**config.mk**
```make
export PLATFORM = sky130hd
export DESIGN_NAME = mpu_frame_assembler
export DESIGN_NICKNAME = d
export VERILOG_FILES = /design/src/rtl/mpu_pkg.sv /design/src/rtl/gyro_bias_cal.sv /design/src/rtl/mpu_frame_assembler.sv
export SDC_FILE = /design/constraint.sdc
export NUM_CORES = 1
export LEC_CHECK = 0
export ABC_AREA = 1
export ABC_CLOCK_PERIOD_IN_PS = 30000
export CORE_ASPECT_RATIO = 1.2
export CORE_UTILIZATION = 40
export CTS_CLUSTER_DIAMETER = 120
export DETAILED_ROUTE_END_ITERATION = 10
export SETUP_SLACK_MARGIN = 0.3
export SYNTH_ARGS = -nofsm -noshare
export SYNTH_HDL_FRONTEND = slang
export SYNTH_SLANG_ARGS = --single-unit
```
**constraint.sdc**
```tcl
create_clock -name clk -period 30 [get_ports clk]
set_input_delay 6 -clock clk [delete_from_list [all_inputs] [get_ports clk]]
set_output_delay 6 -clock clk [all_outputs]
set_load 0.005 [all_outputs]
```
**src/rtl/mpu_pkg.sv**
```systemverilog
`default_nettype none
// +----------------------------------------------------------------------+
// | Package : mpu_pkg                                                    |
// | Shared constants, word indices and FSM state type for the MPU        |
// | burst-read frame assembler.                                          |
// | Revision: 1.0  initial release                                       |
// +----------------------------------------------------------------------+
package mpu_pkg;

  localparam int         MPU_FRAME_BYTES = 14;
  localparam logic [7:0] MPU_BURST_ADDR  = 8'h3B;

  // Word order inside one burst, big-endian words
  localparam int IDX_ACCEL_X = 0;
  localparam int IDX_ACCEL_Y = 1;
  localparam int IDX_ACCEL_Z = 2;
  localparam int IDX_TEMP    = 3;
  localparam int IDX_GYRO_X  = 4;
  localparam int IDX_GYRO_Y  = 5;
  localparam int IDX_GYRO_Z  = 6;

  typedef enum logic [1:0] {
    S_IDLE    = 2'd0,
    S_COLLECT = 2'd1,
    S_COMMIT  = 2'd2
  } mpu_state_t;

  // Clamp a 17-bit two's complement difference into signed 16-bit range
  function automatic logic [15:0] sat16(input logic [16:0] i_v);
    logic [15:0] w_res;
    if (i_v[16] != i_v[15]) begin
      w_res = i_v[16] ? 16'h8000 : 16'h7FFF;
    end else begin
      w_res = i_v[15:0];
    end
    return w_res;
  endfunction

endpackage
`default_nettype wire

```
**src/rtl/gyro_bias_cal.sv**
```systemverilog
`default_nettype none
// +----------------------------------------------------------------------+
// | Module  : gyro_bias_cal                                              |
// | Averages the raw gyro words of 2^CAL_LOG2 frames into a per-axis     |
// | bias. The previous bias is held until a new average is complete.     |
// | Revision: 1.0  initial release                                       |
// +----------------------------------------------------------------------+
module gyro_bias_cal
  import mpu_pkg::*;
#(
  parameter int CAL_LOG2 = 6
) (
  input  logic             clk,
  input  logic             rst,
  input  logic             i_commit,
  input  logic             i_cal_start,
  input  logic [2:0][15:0] i_raw_gyro,
  output logic [2:0][15:0] o_bias,
  output logic             o_cal_done
);

  localparam int ACC_W = 16 + CAL_LOG2;
  localparam int CNT_W = CAL_LOG2 + 1;
  localparam logic [CNT_W-1:0] c_FRAMES_M1 = CNT_W'((1 << CAL_LOG2) - 1);

  logic             r_active;
  logic [CNT_W-1:0] r_cnt;
  logic             r_done;
  logic             w_acc_en;
  logic             w_last;

  assign w_acc_en   = i_commit & r_active & ~i_cal_start;
  assign w_last     = w_acc_en & (r_cnt == c_FRAMES_M1);
  assign o_cal_done = r_done;

  // Per-axis accumulator and bias register
  for (genvar ga = 0; ga < 3; ga++) begin : g_axis
    logic [ACC_W-1:0] r_acc;
    logic [ACC_W-1:0] w_sum;
    logic [15:0]      r_bias;

    assign w_sum      = r_acc + {{CAL_LOG2{i_raw_gyro[ga][15]}}, i_raw_gyro[ga]};
    assign o_bias[ga] = r_bias;

    // Accumulate while calibrating; the bias takes bits above the shift,
    // which is the arithmetic right shift truncated to 16 bits
    always_ff @(posedge clk or posedge rst) begin
      if (rst) begin
        r_acc  <= '0;
        r_bias <= '0;
      end else if (i_cal_start) begin
        r_acc <= '0;
      end else if (w_acc_en) begin
        if (w_last) begin
          r_acc  <= '0;
          r_bias <= w_sum[CAL_LOG2 +: 16];
        end else begin
          r_acc <= w_sum;
        end
      end
    end
  end

  // Calibration sequencing: armed at reset, re-armed by i_cal_start
  always_ff @(posedge clk or posedge rst) begin
    if (rst) begin
      r_active <= 1'b1;
      r_cnt    <= '0;
      r_done   <= 1'b0;
    end else if (i_cal_start) begin
      r_active <= 1'b1;
      r_cnt    <= '0;
      r_done   <= 1'b0;
    end else if (w_acc_en) begin
      if (w_last) begin
        r_active <= 1'b0;
        r_cnt    <= '0;
        r_done   <= 1'b1;
      end else begin
        r_cnt <= r_cnt + 1'b1;
      end
    end
  end

endmodule
`default_nettype wire

```
**src/rtl/mpu_frame_assembler.sv**
```systemverilog
`default_nettype none
// +----------------------------------------------------------------------+
// | Module  : mpu_frame_assembler                                        |
// | Collects 14-byte MPU bursts into seven signed words, applies gyro    |
// | bias correction with saturation and publishes a frame strobe.        |
// | Revision: 1.0  initial release                                       |
// +----------------------------------------------------------------------+
module mpu_frame_assembler
  import mpu_pkg::*;
#(
  parameter int TIMEOUT_CYC = 50000,
  parameter int CAL_LOG2    = 6
) (
  input  logic        clk,
  input  logic        rst,
  input  logic [7:0]  i_byte_in,
  input  logic        i_byte_valid,
  input  logic        i_xfer_busy,
  input  logic        i_cal_start,
  output logic [15:0] o_accel_x,
  output logic [15:0] o_accel_y,
  output logic [15:0] o_accel_z,
  output logic [15:0] o_temp,
  output logic [15:0] o_gyro_x,
  output logic [15:0] o_gyro_y,
  output logic [15:0] o_gyro_z,
  output logic        o_frame_valid,
  output logic        o_frame_err,
  output logic        o_cal_done,
  output logic [15:0] o_frame_cnt
);

  localparam int TO_W = $clog2(TIMEOUT_CYC + 1);
  localparam logic [TO_W-1:0] c_TO_LAST  = TO_W'(TIMEOUT_CYC - 1);
  localparam logic [3:0]      c_IDX_LAST = 4'(MPU_FRAME_BYTES - 1);

  mpu_state_t       r_state, w_state_nxt;
  logic [3:0]       r_byte_idx, w_idx_nxt, w_wr_idx;
  logic [TO_W-1:0]  r_idle_cnt, w_idle_nxt;
  logic             r_busy_d;
  logic             w_busy_rise, w_busy_fall;
  logic             w_store, w_commit, w_abort;
  logic [7:0]       r_bytes [MPU_FRAME_BYTES];
  logic [6:0][15:0] w_word;
  logic [2:0][15:0] w_gyro_raw, w_bias, w_gyro_corr;

  logic [15:0]      r_accel_x, r_accel_y, r_accel_z, r_temp;
  logic [2:0][15:0] r_gyro;
  logic             r_frame_valid, r_frame_err;
  logic [15:0]      r_frame_cnt;

  assign w_busy_rise = i_xfer_busy & ~r_busy_d;
  assign w_busy_fall = ~i_xfer_busy & r_busy_d;

  for (genvar gi = 0; gi < 7; gi++) begin : g_word
    assign w_word[gi] = {r_bytes[2*gi], r_bytes[2*gi+1]};
  end

  assign w_gyro_raw = w_word[IDX_GYRO_Z:IDX_GYRO_X];

  for (genvar ga = 0; ga < 3; ga++) begin : g_gyro
    logic [16:0] w_diff;
    assign w_diff          = {w_gyro_raw[ga][15], w_gyro_raw[ga]} - {w_bias[ga][15], w_bias[ga]};
    assign w_gyro_corr[ga] = sat16(w_diff);
  end

  gyro_bias_cal #(
    .CAL_LOG2 (CAL_LOG2)
  ) u_cal (
    .clk         (clk),
    .rst         (rst),
    .i_commit    (w_commit),
    .i_cal_start (i_cal_start),
    .i_raw_gyro  (w_gyro_raw),
    .o_bias      (w_bias),
    .o_cal_done  (o_cal_done)
  );

  // Byte FSM: next state, byte index, idle timer and abort detection
  always_comb begin
    w_state_nxt = r_state;
    w_idx_nxt   = r_byte_idx;
    w_idle_nxt  = r_idle_cnt;
    w_wr_idx    = r_byte_idx;
    w_store     = 1'b0;
    w_commit    = 1'b0;
    w_abort     = 1'b0;
    case (r_state)
      S_IDLE: begin
        w_idle_nxt = '0;
        if (i_byte_valid) begin
          w_store     = 1'b1;
          w_wr_idx    = 4'd0;
          w_idx_nxt   = 4'd1;
          w_state_nxt = S_COLLECT;
        end else if (w_busy_rise) begin
          w_idx_nxt = 4'd0;
        end
      end
      S_COLLECT: begin
        if (w_busy_rise) begin
          // New burst mid-frame: drop the partial frame but keep collecting
          w_abort    = 1'b1;
          w_idle_nxt = '0;
          w_wr_idx   = 4'd0;
          w_store    = i_byte_valid;
          w_idx_nxt  = i_byte_valid ? 4'd1 : 4'd0;
        end else if (i_byte_valid && (r_byte_idx == c_IDX_LAST)) begin
          // Completing byte wins over a simultaneous end of burst
          w_store     = 1'b1;
          w_idle_nxt  = '0;
          w_idx_nxt   = 4'd0;
          w_state_nxt = S_COMMIT;
        end else if (w_busy_fall) begin
          w_abort     = 1'b1;
          w_idx_nxt   = 4'd0;
          w_state_nxt = S_IDLE;
        end else if (i_byte_valid) begin
          w_store    = 1'b1;
          w_idle_nxt = '0;
          w_idx_nxt  = r_byte_idx + 4'd1;
        end else if (r_idle_cnt == c_TO_LAST) begin
          w_abort     = 1'b1;
          w_idx_nxt   = 4'd0;
          w_state_nxt = S_IDLE;
        end else begin
          w_idle_nxt = r_idle_cnt + 1'b1;
        end
      end
      S_COMMIT: begin
        w_commit   = 1'b1;
        w_idle_nxt = '0;
        w_wr_idx   = 4'd0;
        if (i_byte_valid) begin
          w_store     = 1'b1;
          w_idx_nxt   = 4'd1;
          w_state_nxt = S_COLLECT;
        end else begin
          w_idx_nxt   = 4'd0;
          w_state_nxt = S_IDLE;
        end
      end
      default: begin
        w_idx_nxt   = 4'd0;
        w_state_nxt = S_IDLE;
      end
    endcase
  end

  // FSM state, byte index, idle timer and busy edge history
  always_ff @(posedge clk or posedge rst) begin
    if (rst) begin
      r_state    <= S_IDLE;
      r_byte_idx <= '0;
      r_idle_cnt <= '0;
      r_busy_d   <= 1'b0;
    end else begin
      r_state    <= w_state_nxt;
      r_byte_idx <= w_idx_nxt;
      r_idle_cnt <= w_idle_nxt;
      r_busy_d   <= i_xfer_busy;
    end
  end

  // Frame byte buffer; stale contents are always overwritten before use
  always_ff @(posedge clk) begin
    if (w_store) begin
      r_bytes[w_wr_idx] <= i_byte_in;
    end
  end

  // Output registers, strobes and good-frame counter
  always_ff @(posedge clk or posedge rst) begin
    if (rst) begin
      r_accel_x     <= '0;
      r_accel_y     <= '0;
      r_accel_z     <= '0;
      r_temp        <= '0;
      r_gyro        <= '0;
      r_frame_valid <= 1'b0;
      r_frame_err   <= 1'b0;
      r_frame_cnt   <= '0;
    end else begin
      r_frame_valid <= w_commit;
      r_frame_err   <= w_abort;
      if (w_commit) begin
        r_accel_x   <= w_word[IDX_ACCEL_X];
        r_accel_y   <= w_word[IDX_ACCEL_Y];
        r_accel_z   <= w_word[IDX_ACCEL_Z];
        r_temp      <= w_word[IDX_TEMP];
        r_gyro      <= w_gyro_corr;
        r_frame_cnt <= r_frame_cnt + 16'd1;
      end
    end
  end

  assign o_accel_x     = r_accel_x;
  assign o_accel_y     = r_accel_y;
  assign o_accel_z     = r_accel_z;
  assign o_temp        = r_temp;
  assign o_gyro_x      = r_gyro[0];
  assign o_gyro_y      = r_gyro[1];
  assign o_gyro_z      = r_gyro[2];
  assign o_frame_valid = r_frame_valid;
  assign o_frame_err   = r_frame_err;
  assign o_frame_cnt   = r_frame_cnt;

endmodule
`default_nettype wire

```
Word level (Yosys, flattened, before mapping)
Memories as Yosys holds them, arrays and structs flattened. A register that Yosys moved wholly into a read port is not among the register bits.
Index checks and enable logic that the tools add are counted.
- reductions and logical operators: 10
- add/sub/neg operators: 10
- bitwise gates (word level): 8
- mux-type cells: 63
- equality and inequality tests: 15
- operators by type and width (kind ; count):
    $mux W22 ; 9
    $mux W16 ; 11
    $add A22 B22 Y22 ; 3
    $sub A16 B16 Y17 ; 3
    $add A16 B1 Y16 const B ; 2
    $mux W4 ; 8
    $pmux W16 S2 ; 1
    $pmux W4 S3 ; 2
    $mux W1 ; 21
    $mux W7 ; 3
    $eq A16 B16 Y1 const B ; 1
    $mux W2 ; 6
    $ne A4 B4 Y1 const B ; 3
    $add A7 B1 Y7 const B ; 1
    $eq A7 B6 Y1 const B ; 1
    $ne A6 B6 Y1 const B ; 1
    $pmux W2 S3 ; 1
    $reduce_and A3 Y1 ; 2
    $reduce_bool A2 Y1 ; 3
    $and A1 B1 Y1 ; 5
    $ne A5 B5 Y1 const B ; 1
    $add A4 B1 Y4 const B ; 1
    $eq A4 B4 Y1 const B ; 1
    $ne A2 B2 Y1 const B ; 2
    other kinds (10) ; 14
- output and inout bits: 131
- memory bits (writable): 112
- memories kept: 1
- register bits after elaboration: 212
- input bits: 13
- memories (memory ; words ; width ; read ports ; clocked after memory_dff ; wr ports ; RTL line ; text):
    r_bytes ; 14 ; 8 ; 14 ; 8 ; 1 ; mpu_frame_assembler.sv:43 ; logic [7:0] r_bytes [MPU_FRAME_BYTES];

Depth between registers and ports, before layout
- depth in word-level cells: 8
- depth in mapped cells: 17

Modules after synthesis
A second synthesis with hierarchy kept.
- cell total of the unflattened synthesis: 2857
- area total of the unflattened synthesis: 22062.4 sq um
- by module, submodules not included (module ; times used ; area an instance (sq um) ; cells an instance ; sequential area each (sq um)):
    mpu_frame_assembler ; 1 ; 13061.3 ; 1504 ; 7191.9
    gyro_bias_cal ; 1 ; 9001.1 ; 1353 ; 3079.2

Least setup slack after synthesis
No wires, ideal clock.
- path type: input to register
- start: input port i_byte_valid
- end: memory r_bytes[10][0] (enable)
- setup time: 370 ps
- arrival time: 7358 ps
- path slack: 22272 ps
- cell stages on the path: 8
- cells stage by stage: inv_1 clkbuf_1 nor2_1 nor3_1 inv_1 nor2_1 nand3_1 nor2_1
- longest elaborated chain between the ends: 7
- elaborated cells on any way between the ends: 10
- classes of those cells: mux (9); reduce/logical (1)
- RTL lines (item ; RTL line ; text):
    from (decl) ; mpu_frame_assembler.sv:17 ; input logic i_byte_valid,
    $mux W1 ; mpu_frame_assembler.sv:91, mpu_frame_assembler.sv:118, mpu_frame_assembler.sv:134 ;
    $mux W1 ; mpu_frame_assembler.sv:114 ; end else if (w_busy_fall) begin
    $mux W1 ; mpu_frame_assembler.sv:108 ; end else if (i_byte_valid && (r_byte_idx == c_IDX_LAST)) begin
    $mux W1 ; mpu_frame_assembler.sv:101 ; if (w_busy_rise) begin
    $pmux W1 S2 ; mpu_frame_assembler.sv:88 ; case (r_state)
    $mux W1 ; mpu_frame_assembler.sv:167 ; if (w_store) begin
    $mux W1 (not written as such) ; mpu_frame_assembler.sv:168 ; r_bytes[w_wr_idx] <= i_byte_in;
    to (decl) ; mpu_frame_assembler.sv:43 ;
Parallel ways exist; a longest one is shown, timed or not.

Final worst setup path
- start: input port i_xfer_busy
- end: memory r_bytes[0][2] (enable)
- longest elaborated chain between the ends: 8
- elaborated cells on any way between the ends: 11
- classes of those cells: mux (8); bitwise (3)
- RTL lines (item ; RTL line ; text):
    from (decl) ; mpu_frame_assembler.sv:18 ; input logic i_xfer_busy,
    $not A1 Y1 ; mpu_frame_assembler.sv:53 ; assign w_busy_fall = ~i_xfer_busy & r_busy_d;
    $and A1 B1 Y1 ; mpu_frame_assembler.sv:53 ;
    $mux W1 ; mpu_frame_assembler.sv:114 ;
    $mux W1 ; mpu_frame_assembler.sv:108 ;
    $mux W1 ; mpu_frame_assembler.sv:101 ;
    $pmux W1 S2 ; mpu_frame_assembler.sv:88 ;
    $mux W1 ; mpu_frame_assembler.sv:167 ;
    $mux W1 (not written as such) ; mpu_frame_assembler.sv:168 ;
Parallel ways exist; a longest one is shown, timed or not.

==> results.json <==
{
  "hold_class": "flip-flop to flip-flop",
  "coreArea_um2": 52500,
  "leakagePower_nw": 12.2,
  "grt_pass1_vias": 17800,
  "synth_top_area_share_pct": 32.3,
  "ioPinCount": 144,
  "finalHoldWorstSlack_ps": 440,
  "antennaDiodeCount": 0,
  "chipWidth_um": 213,
  "synthAdderAreaFrac_pct": 7.39,
  "syn_area_um2": 21300,
  "synth_nets": 2736,
  "ant_nets": 0,
  "grt_usage_pct": 21.9,
  "start_util_pct": 40.5,
  "wl_per_cell_um": 16.5,
  "fmax_ghz": 0.122,
  "cts_made_buffers": 43,
  "synth_top_family_by_area": "simple AND/OR/NAND/NOR gates",
  "relSlewSlack_pct": 33.0,
  "synth_xor_xnor_area_share_pct": 3.09,
  "crit_path_end_kind": "flip-flop",
  "cts_hold_buf": 0,
  "place_hpwl_um": 42000,
  "syn_to_final_growth_pct": 16.7,
  "crit_end": "r_bytes[0][2]",
  "cts_resized": 0,
  "critical_path_arrival_ps": 8400,
  "synth_flop_cell": "dfrtp_1",
  "final_core_util_pct": 47.3,
  "reg2reg_slack_ps": 26640,
  "ys_ff_latch": 388,
  "grt_first_pass_wirelength_um": 93500,
  "place_inst": 3401,
  "final_common_cell": "nand2_1",
  "placementRows": 92,
  "cts.sink_count": 388,
  "route.detailed.drc": 0,
  "placed_area_um2": 23400,
  "drive_above_1_share_pct": 4.00,
  "period_needed_ps": 8210,
  "postLayoutSetupSlackWorst_ps": 21790,
  "rsz0062_at_grt": "no",
  "overflow": 0,
  "dieArea_um2": 54100,
  "finalCritPeriodShare_pct": 27.4,
  "synthTopCellsByArea": "dfrtp_1 32%, edfxtp_1 16%, nand2_1 15%, ha_1 6.8%, inv_1 5.0%",
  "wirelength_um": 57500,
  "yosysSeqAreaShare_pct": 48.3,
  "vias": 17500,
  "avgSynthCellArea_um2": 8.18,
  "muxShareOfSynthArea_pct": 0,
  "r2r_start": "r_state[0]",
  "finClkSkew_ps": 26.2,
  "final_cell_mix": "853 x nand2_1, 285 x inv_1, 275 x dfrtp_1",
  "finalHoldViolCount": 0,
  "cts_tree": "done",
  "worstRegToRegCells": 9,
  "post_cts_buffers": 0,
  "p_per_area_nw_per_um2": 49.0,
  "cts.clk_slew.worst_paths_ps": 60,
  "regToRegEndpoint": "u_cal.g_axis[2].r_acc[1]",
  "synth_edf_count": 112,
  "synthSimpleGateAreaFrac_pct": 26.6,
  "vdd_drop_max_mv": 0.0379,
  "grt_start_max_net_pins": 140,
  "stdcell_count": 3479,
  "clk_latency_ps": 590,
  "synth-compound-area-share_pct": 8.17,
  "synthDistinctLibCells": 50,
  "grt_antenna_before_repair": 0,
  "drv_slew": 0,
  "status": "complete, no violations",
  "firstDrtPassIters": 5,
  "finalSetupViolCount": 0,
  "netlist.top_cell.by_area": "dfrtp_1",
  "cts-root-buf": "clkbuf_16",
  "p_total_mw": 1.22,
  "routabilityCongestion": 0.949,
  "io_buffers": 143,
  "dp_slack_ps": 21230,
  "fillers": 5125,
  "worst_setup_path_start_kind": "primary input",
  "worst_pin_slew_ps": 1000,
  "ys_warn_count": 0,
  "fin_nets": 2876,
  "drtIter0Drc": 1085,
  "die_h_um": 255,
  "async_flop_share_pct": 71.1,
  "cp_max_fo": 8,
  "crit_required_ps": 30190,
  "crit_type": "primary input to flip-flop",
  "cap_violations": 0,
  "viasPerCell": 5.03,
  "design_area_um2": 24800,
  "synthCells": 2601,
  "htreeDepth": 2,
  "clockBufferDepth": 3,
  "fin_setup_tns_ps": 0,
  "critPathLaunch": "i_xfer_busy"
}
## per-layer routing
layer	vias up	part of all wire (%)	global-route usage, %
met4	0	4.1	9.37
li1	8756	-	-
met3	104	3.8	2.94
met5	-	0	0
met2	332	50	38.7
met1	8292	42	26.5
## worst max-delay path: stages
cell,delay (ps)
clkdlybuf4s50_1,480
inv_1,60
nor2_2,230
inv_1,210
nor2_1,200
nor3_1,90
inv_1,130
nor2_1,80
nor2_1,110
nand2_1,130
nor2_1,670
## where the power goes
part	leakage [nW]	switching (mW)	total (mW)	internal [mW]
registers	4.73	0.0106	0.574	0.564
logic	6.79	0.0620	0.0924	0.0304
clock network	0.702	0.227	0.549	0.322
## kinds of logic (layout without fill, tap and decap cells)
logic type               Yosys count  count (layout)
buffers and inverters            346             519
AO/OA/AOI/OAI                    316             316
adder cells (fa/ha/maj)          122             122
XOR/XNOR                          75              75
flip-flops                       388             388
AND/OR/NAND/NOR                 1354            1354
## final cells by class
class | instances | area (µm²) | area share (%)
Timing Repair Buffer | 148 | 1480 | 5.97
Tap cell | 705 | 882 | 3.55
Clock inverter | 22 | 274 | 1.10
Clock buffer | 56 | 1170 | 4.73
Sequential cell | 388 | 10300 | 41.4
Inverter | 293 | 1110 | 4.48
Multi-Input combinational cell | 1867 | 9630 | 38.8
## cells in the mapped netlist (3+ instances only)
cell type  count
ha_1         116
xnor2_1       30
buf_6          3
nor3_1        26
and2_1         6
xor2_1        45
nand2_1      853
dfrtp_1      275
o31ai_1        6
a22o_1         5
inv_1        286
nand3b_1      12
buf_4          9
o21ai_0       89
nor3_2         4
clkbuf_1      26
buf_2         13
nand2_2        7
o21a_1         8
nor2_1       200
nand4_1       45
fa_1           6
a21oi_1      150
o22ai_1        3
o21bai_1      17
nand3_1      179
a21o_1         7
inv_2          5
or2_2          7
o21ai_1       17
nor2_2         4
a21boi_0       7
edfxtp_1     112
## state kept, by name (all words and copies together) (netlist names), 2 cells and up
name,count
o_temp,16
o_accel_x,16
u_cal.r_cnt,7
u_cal.g_axis.r_acc,66
o_gyro_z,16
r_bytes,112
r_byte_idx,4
o_frame_cnt,16
u_cal.g_axis.r_bias,48
o_gyro_y,16
o_accel_z,16
r_idle_cnt,16
o_accel_y,16
o_gyro_x,16
r_state,2
## how the worst min path moves through the flow
stage                        from             to  slack, ps  cells past startpoint
global route        r_bytes[5][5]   o_accel_z[5]        460                      2
floorplan           r_bytes[1][0]   o_accel_x[0]        420                      2
global placement    r_bytes[3][4]   o_accel_y[4]        420                      2
finish              r_bytes[5][5]   o_accel_z[5]        440                      2
detailed placement  r_bytes[2][5]  o_accel_y[13]        430                      2
CTS                 r_bytes[3][6]   o_accel_y[6]        440                      2
(Power assumes the default switching activity.)
